==> src/rtl/adxl362_spi_slave_v2.sv <==
// SPI slave register-access engine for the ADXL362 model: SCLK/MOSI/nCS are oversampled in clk_16mhz,
// commands 0x0A write, 0x0B read, 0x0D FIFO read, with burst auto-increment and selectable CPOL/CPHA.
module adxl362_spi_slave_v2 #(
   parameter int ADDR_WIDTH  = 6,
   parameter int ADDR_MAX    = 63,
   parameter bit CPOL        = 1'b0,
   parameter bit CPHA        = 1'b0,
   parameter int SYNC_STAGES = 2
) (
   input  logic                  clk_16mhz,
   input  logic                  reset,
   input  logic                  SCLK,
   input  logic                  MOSI,
   input  logic                  nCS,
   output logic                  MISO,
   output logic [ADDR_WIDTH-1:0] address,
   output logic [7:0]            data_write,
   output logic                  write,
   output logic                  read,
   output logic                  fifo_read,
   input  logic [7:0]            data_read,
   output logic                  cmd_error,
   output logic                  busy
);

   typedef enum logic [3:0] {
      IDLE, CMD, ADDR_W, WDATA, ADDR_R, RLOAD, FIFO_LOAD, RDATA, DISCARD
   } state_t;

   state_t                  state_q, state_d;
   logic [SYNC_STAGES-1:0]  sclk_sync_q, mosi_sync_q, ncs_sync_q, vld_q;
   logic                    sclk_prev_q, ncs_prev_q, armed_q, armed_d;
   logic [2:0]              bit_cnt_q, bit_cnt_d;
   logic [6:0]              rx_q, rx_d;
   logic [7:0]              tx_q, tx_d, rx_byte;
   logic                    miso_q, miso_d;
   logic [ADDR_WIDTH-1:0]   address_q, address_d, addr_inc;
   logic [7:0]              data_write_q, data_write_d;
   logic                    write_q, write_d, read_q, read_d, fifo_read_q, fifo_read_d;
   logic                    cmd_error_q, cmd_error_d, fifo_mode_q, fifo_mode_d;
   logic                    sclk_s, mosi_s, ncs_s, sclk_rise, sclk_fall, ncs_rise, ncs_fall;
   logic                    sample_edge, shift_edge, byte_done;

   assign sclk_s      = sclk_sync_q[SYNC_STAGES-1];
   assign mosi_s      = mosi_sync_q[SYNC_STAGES-1];
   assign ncs_s       = ncs_sync_q[SYNC_STAGES-1];
   assign sclk_rise   = sclk_s & ~sclk_prev_q;
   assign sclk_fall   = ~sclk_s & sclk_prev_q;
   assign ncs_rise    = ncs_s & ~ncs_prev_q;
   assign ncs_fall    = ~ncs_s & ncs_prev_q;
   assign sample_edge = (CPOL == CPHA) ? sclk_rise : sclk_fall;
   assign shift_edge  = (CPOL == CPHA) ? sclk_fall : sclk_rise;
   assign rx_byte     = {rx_q, mosi_s};
   assign addr_inc    = (address_q == ADDR_WIDTH'(ADDR_MAX)) ? '0 : address_q + 1'b1;

   always_comb begin
      state_d      = state_q;
      bit_cnt_d    = bit_cnt_q;
      rx_d         = rx_q;
      tx_d         = tx_q;
      miso_d       = 1'b0;
      address_d    = address_q;
      data_write_d = data_write_q;
      write_d      = 1'b0;
      read_d       = 1'b0;
      fifo_read_d  = 1'b0;
      cmd_error_d  = cmd_error_q;
      fifo_mode_d  = fifo_mode_q;
      byte_done    = 1'b0;
      // a falling nCS only counts once a real (non-preloaded) high level has been seen after reset
      armed_d      = armed_q | (vld_q[SYNC_STAGES-1] & ncs_s);
      if (write_q) address_d = addr_inc;
      if (ncs_rise) begin
         state_d   = IDLE;
         bit_cnt_d = 3'd0;
      end else if (ncs_fall && armed_q) begin
         state_d     = CMD;
         bit_cnt_d   = 3'd0;
         cmd_error_d = 1'b0;
      end else if (state_q != IDLE) begin
         if (sample_edge) begin
            rx_d      = rx_byte[6:0];
            bit_cnt_d = bit_cnt_q + 3'd1;
            byte_done = (bit_cnt_q == 3'd7);
         end
         if (state_q == RDATA) begin
            miso_d = miso_q;
            // with CPHA=0 the MSB is already on MISO, so the trailing edge after the last sample is skipped
            if (shift_edge && (CPHA || bit_cnt_q != 3'd0)) begin
               miso_d = tx_q[7];
               tx_d   = {tx_q[6:0], 1'b0};
            end
         end
         case (state_q)
            CMD: if (byte_done) begin
               case (rx_byte)
                  8'h0A:   state_d = ADDR_W;
                  8'h0B:   state_d = ADDR_R;
                  8'h0D:   state_d = FIFO_LOAD;
                  default: begin
                     state_d     = DISCARD;
                     cmd_error_d = 1'b1;
                  end
               endcase
            end
            ADDR_W: if (byte_done) begin
               address_d = rx_byte[ADDR_WIDTH-1:0];
               state_d   = WDATA;
            end
            WDATA: if (byte_done) begin
               data_write_d = rx_byte;
               write_d      = 1'b1;
            end
            ADDR_R: if (byte_done) begin
               address_d   = rx_byte[ADDR_WIDTH-1:0];
               read_d      = 1'b1;
               fifo_mode_d = 1'b0;
               state_d     = RLOAD;
            end
            FIFO_LOAD: begin
               fifo_read_d = 1'b1;
               fifo_mode_d = 1'b1;
               state_d     = RLOAD;
            end
            RLOAD: if (!read_q && !fifo_read_q) begin
               tx_d    = data_read;
               state_d = RDATA;
               if (!CPHA) begin
                  miso_d = data_read[7];
                  tx_d   = {data_read[6:0], 1'b0};
               end
            end
            RDATA: if (byte_done) begin
               if (fifo_mode_q) begin
                  fifo_read_d = 1'b1;
               end else begin
                  address_d = addr_inc;
                  read_d    = 1'b1;
               end
               state_d = RLOAD;
            end
            default: ;
         endcase
      end
   end

   always_ff @(posedge clk_16mhz) begin
      if (reset) begin
         sclk_sync_q  <= {SYNC_STAGES{CPOL}};
         mosi_sync_q  <= '0;
         ncs_sync_q   <= '1;
         vld_q        <= '0;
         sclk_prev_q  <= CPOL;
         ncs_prev_q   <= 1'b1;
         armed_q      <= 1'b0;
         state_q      <= IDLE;
         bit_cnt_q    <= 3'd0;
         rx_q         <= '0;
         tx_q         <= '0;
         miso_q       <= 1'b0;
         address_q    <= '0;
         data_write_q <= '0;
         write_q      <= 1'b0;
         read_q       <= 1'b0;
         fifo_read_q  <= 1'b0;
         cmd_error_q  <= 1'b0;
         fifo_mode_q  <= 1'b0;
      end else begin
         sclk_sync_q  <= {sclk_sync_q[SYNC_STAGES-2:0], SCLK};
         mosi_sync_q  <= {mosi_sync_q[SYNC_STAGES-2:0], MOSI};
         ncs_sync_q   <= {ncs_sync_q[SYNC_STAGES-2:0], nCS};
         vld_q        <= {vld_q[SYNC_STAGES-2:0], 1'b1};
         sclk_prev_q  <= sclk_s;
         ncs_prev_q   <= ncs_s;
         armed_q      <= armed_d;
         state_q      <= state_d;
         bit_cnt_q    <= bit_cnt_d;
         rx_q         <= rx_d;
         tx_q         <= tx_d;
         miso_q       <= miso_d;
         address_q    <= address_d;
         data_write_q <= data_write_d;
         write_q      <= write_d;
         read_q       <= read_d;
         fifo_read_q  <= fifo_read_d;
         cmd_error_q  <= cmd_error_d;
         fifo_mode_q  <= fifo_mode_d;
      end
   end

   assign MISO       = miso_q;
   assign address    = address_q;
   assign data_write = data_write_q;
   assign write      = write_q;
   assign read       = read_q;
   assign fifo_read  = fifo_read_q;
   assign cmd_error  = cmd_error_q;
   assign busy       = ~ncs_s;

endmodule

==> config.mk <==
export PLATFORM = sky130hd
export DESIGN_NAME = adxl362_spi_slave_v2
export DESIGN_NICKNAME = d
export VERILOG_FILES = /design/src/rtl/adxl362_spi_slave_v2.sv
export SDC_FILE = /design/constraint.sdc
export NUM_CORES = 1
export LEC_CHECK = 0
export BUFFER_PORTS_ARGS = -buffer_cell sky130_fd_sc_hd__buf_2
export CORE_MARGIN = 2
export CORE_UTILIZATION = 45
export DETAILED_ROUTE_END_ITERATION = 6
export MAX_ROUTING_LAYER = met4
export PLACE_DENSITY = 0.64
export SYNTH_ARGS = -nofsm -noshare
export SYNTH_HDL_FRONTEND = slang
export SYNTH_SLANG_ARGS = --single-unit
==> constraint.sdc <==
create_clock -name clk_16mhz -period 4.9 [get_ports clk_16mhz]
set_clock_uncertainty 0.15 [all_clocks]
set_input_delay 1.225 -clock clk_16mhz [delete_from_list [all_inputs] [get_ports clk_16mhz]]
set_output_delay 1.225 -clock clk_16mhz [all_outputs]
set_load 0.02 [all_outputs]
## Word level (Yosys, flattened, before mapping)

Cells that the tools add are included.
Widths: inputs -> output; s select.

- $add $sub $neg: 2
- Equality and inequality tests: 22
- Mux-type cells: 44
- Bitwise gates (word level): 14
- Reduce and logical (&&, ||, !) cells: 28

Operator list:

| kind | number |
|---|---|
| $mux 6 | 8 |
| $mux 8 | 4 |
| $eq 8x4->1 const B | 3 |
| $mux 1 | 22 |
| $pmux 4 s5 | 1 |
| $eq 4x3->1 const B | 4 |
| $mux 4 | 4 |
| $reduce_and 5->1 | 3 |
| $pmux 4 s3 | 1 |
| $pmux 6 s2 | 1 |
| $reduce_and 6->1 | 2 |
| $ne 3x3->1 const B | 3 |
| $eq 4x2->1 const B | 2 |
| $ne 2x2->1 const B | 4 |
| $not 1->1 | 8 |
| $reduce_bool 2->1 | 4 |
| $add 6x1->6 const B | 1 |
| $eq 6x6->1 const B | 1 |
| $pmux 1 s2 | 3 |
| $reduce_bool 6->1 | 1 |
| $reduce_or 2->1 | 3 |
| $reduce_or 3->1 | 2 |
| $and 1x1->1 | 5 |
| $reduce_bool 5->1 | 1 |
| other kinds (15) | 19 |

- Register bits: 53
- Bits of input ports: 13
- Output and inout port bits: 20
- Logic and storage cells: 131

## Depth between registers and ports, before layout

- Depth after elaboration: 11
- Depth in mapped cells: 8
- Mapped depth without buffers: 7

## Worst setup path after synthesis

Ideal clock, no wire load.

- Path type: input to register
- Start: input port reset
- End: register data_write_q[0], in the netlist data_write[0]
- Library setup time: 128 ps
- Data arrival time: 1826 ps
- Data required time: 4622 ps
- Path slack: 2796 ps
- Stages on the path: 3
- Path buffers: 2
- Cells stage by stage: clkbuf_1 > clkbuf_1 > nor2_1

RTL lines:

| element | RTL line | source |
|---|---|---|
| start, declared | 11 | `input logic reset,` |
| end signal, assigned | 182 | `data_write_q <= data_write_d;` |
| end, declared | 38 | `logic [7:0] data_write_q, data_write_d;` |

No word-level cell between the ends.

## Worst setup path in the final report

- Start: register write_q, in the netlist write
- End: output port write

RTL lines:

| element | RTL line | source |
|---|---|---|
| start, declared | 39 | `logic write_q, write_d, read_q, read_d, fifo_read_q, fifo_read_d;` |
| start signal, assigned | 183 | `write_q <= write_d;` |
| end, declared | 18 | `output logic write,` |

No word-level cell between the ends.

==> run summary <==
Root Driver -> clkbuf_8
ys async rst share -> 0%
All-Layer GR Usage -> 19.09%
Post-CTS Setup Inserts -> 0
worst-path fanout max -> 11
# rows -> 27
Hold Fails Final Rpt -> 0
HP Class -> flip-flop to flip-flop
DRT iter0 DRCs -> 188
Placed Area -> 2740 um^2
PwrDens -> 254.1 nW/um^2
DR WL/cell -> 13.95 um
Initial Util -> 46.38%
Max-slew headroom -> 51.21%
critical path's top delay family -> flip-flops
reg-to-reg slack, setup -> 2.62 ns
Hold Crit Start -> ncs_sync_q[0]$_SDFF_PP1_
antenna-violating nets left -> 0
final WL -> 5330 um
Cell variety after synth -> 52
vias in the first global route -> 2006
Core Area -> 5507 um^2
commonest non-fill, non-tap cells in the layout -> dfxtp_1, buf_2, nor2_1
wire length of the first global-routing pass -> 9473 um
GRT overflow -> 0
TritonCTS buffer count -> 5
Clock transition at path regs -> 0.10 ns
Post-Synthesis Net Count -> 300
Worst Hold Path EP -> ncs_sync_q[1]$_SDFF_PP1_
post-route core utilization -> 51.51%
Worst VDD drop -> 0.1444 mV
Seq/Total Area, Yosys -> 41.55%
total power draw -> 0.7206 mW
Setup CP Type -> flip-flop to output port
worst-skew pair later-pin latency -> 0.31 ns
Main synth FF type -> dfxtp_1
RSZ-0062 raised after global routing -> no
max incr delay on CP -> 0.55 ns
hold depth -> 1
WP buf/inv -> 1
die height -> 79.33 um
dpl hpwl -> 3712 um
CP endpoint kind -> output port
final worst path period need -> 2.470 ns
Synth Warn # -> 0
P&R area growth vs syn -> 11.07%
Data arrival, critical path -> 1.09 ns
Mapped Area -> 2554 um^2
Vias/cell -> 5.469
Register-to-Register Path Depth -> 5
placed instance count -> 374
WP data required -> 3.52 ns
final setup fails -> 0
share of cells above drive strength 1 -> 18.06%
Die X -> 79.33 um
initial antenna violation count -> 0
largest net degree at the start of global routing -> 42
r2r startpoint -> state_q[2]$_SDFFE_PP0P_
setup tns final -> 0 ns
maximum buffer depth of the clock tree -> 2
top cells by area, synth -> dfxtp_1, mux2i_1, nor2_1, a21oi_1, nand3_1
H-tree depth -> 2
fmax -> 0.4049 GHz
status -> finished clean
MaxCap Viol Count -> 0
Finished Cell Area -> 2836 um^2
Slew Limit Fails -> 0
IO Port Bufs -> 32
syn_area_per_cell -> 9.024 um^2
P_leak -> 1.269 nW
# diodes -> 0
number of clock sinks -> 53
NumNets Final -> 326
TritonCTS clock tree -> yes
die area -> 6293 um^2
residual DRC count -> 0
post-synth top area share -> 41.55%
post-synth top area cell -> dfxtp_1
Non-Filler Instances -> 382
CP max-delay cell -> dfxtp_1
via count -> 2089
Syn Inst Count -> 283
hold-fix buffer count after cts -> 0
post_cts resized -> 0
Seq cells post-synth -> 53
worst slew pin tran -> 0.7252 ns
Pre-antenna DRT Iters -> 4
GPL Wtd Cong -> 0.8113
Cell Chain, Critical Path -> buf_2
CP Launch Type -> flip-flop
most common library cell in the layout ignoring fill and taps -> dfxtp_1
Post-synth EDFFs -> 0
Ports -> 33
worst setup path startpoint -> write$_SDFF_PP0_
Tcrit/Tclk final -> 50.40%
reg-to-reg endpoint -> tx_q[5]$_SDFFE_PP0P_
-- how the worst max path moves through the flow --
stage / endpoint / slack (ns) / cells past startpoint
after floorplan: data_write[0]$_SDFFE_PP0P_ / 2.80 / 3
after global placement: address[3]$_SDFF_PP0_ / 2.41 / 4
after detailed placement: address[4]$_SDFF_PP0_ / 2.36 / 4
after CTS: write / 2.43 / 1
after global routing: write / 2.37 / 1
final: write / 2.43 / 1
-- stage by stage --
stage | setup WS (ns) | hold WS [ns]
final | 2.430 | 0.2679
after global routing | 2.366 | 0.2974
after CTS | 2.428 | 0.2686
after detailed placement | 2.358 | 0.2454
after global placement | 2.409 | 0.2429
after floorplan | 2.796 | 0.2395
-- cells by family after synthesis --
logic type | after synthesis | share of synthesized area (%)
buffers and inverters | 26 | 4.851
multiplexers | 20 | 7.937
XOR/XNOR | 8 | 2.744
AO/OA/AOI/OAI | 61 | 17.44
AND/OR/NAND/NOR | 110 | 23.13
flip-flops | 53 | 41.55
adder cells (fa/ha/maj) | 5 | 2.352
-- sequential cells by signal (all words and copies together), names as in the netlist, 2 cells and up --
name / cells
data_write: 8
tx_q: 8
rx_q: 7
address: 6
state_q: 4
bit_cnt_q: 3
mosi_sync_q: 2
ncs_sync_q: 2
sclk_sync_q: 2
vld_q: 2
-- routing by layer --
layer | global-route usage, % | vias up | share of wire [%]
met2 | 27.88 | 40 | 44
met4 | 5.862 | 0 | 1.4
met1 | 26.78 | 976 | 52
met3 | 3.636 | 8 | 3.2
li1 | - | 1065 | -
met5 | - | - | 0
-- cell usage after synthesis, drive strengths merged, types with 3 or more instances --
| cell | count |
|---|---|
| nand3b | 3 |
| nor3 | 7 |
| xor2 | 3 |
| o21ai | 10 |
| nand4 | 3 |
| a211oi | 8 |
| a21oi | 17 |
| nand2 | 19 |
| nand3 | 15 |
| inv | 10 |
| nor2b | 9 |
| dfxtp | 53 |
| a32oi | 3 |
| and3 | 5 |
| nor4 | 3 |
| buf | 6 |
| clkbuf | 10 |
| nand2b | 3 |
| a32o | 3 |
| nor2 | 31 |
| a22o | 6 |
| mux2i | 18 |
| ha | 4 |
| xnor2 | 5 |
-- where the power goes --
part | switching (mW) | leakage (nW) | internal (mW)
Clock | 0.145 | 0.0512 | 0.115
Sequential | 0.00334 | 0.429 | 0.435
Combinational | 0.0137 | 0.788 | 0.00899
-- layout make-up --
| class | instances | area [um^2] |
|---|---|---|
| fill | 532 | 2670 |
| timing repair buffer | 35 | 182.7 |
| multi-input combinational | 204 | 1369 |
| inverter | 10 | 37.54 |
| sequential | 53 | 1061 |
| tap | 72 | 90.09 |
| clock buffer | 6 | 82.58 |
| clock inverter | 2 | 13.76 |
(Power assumes the default switching activity.)
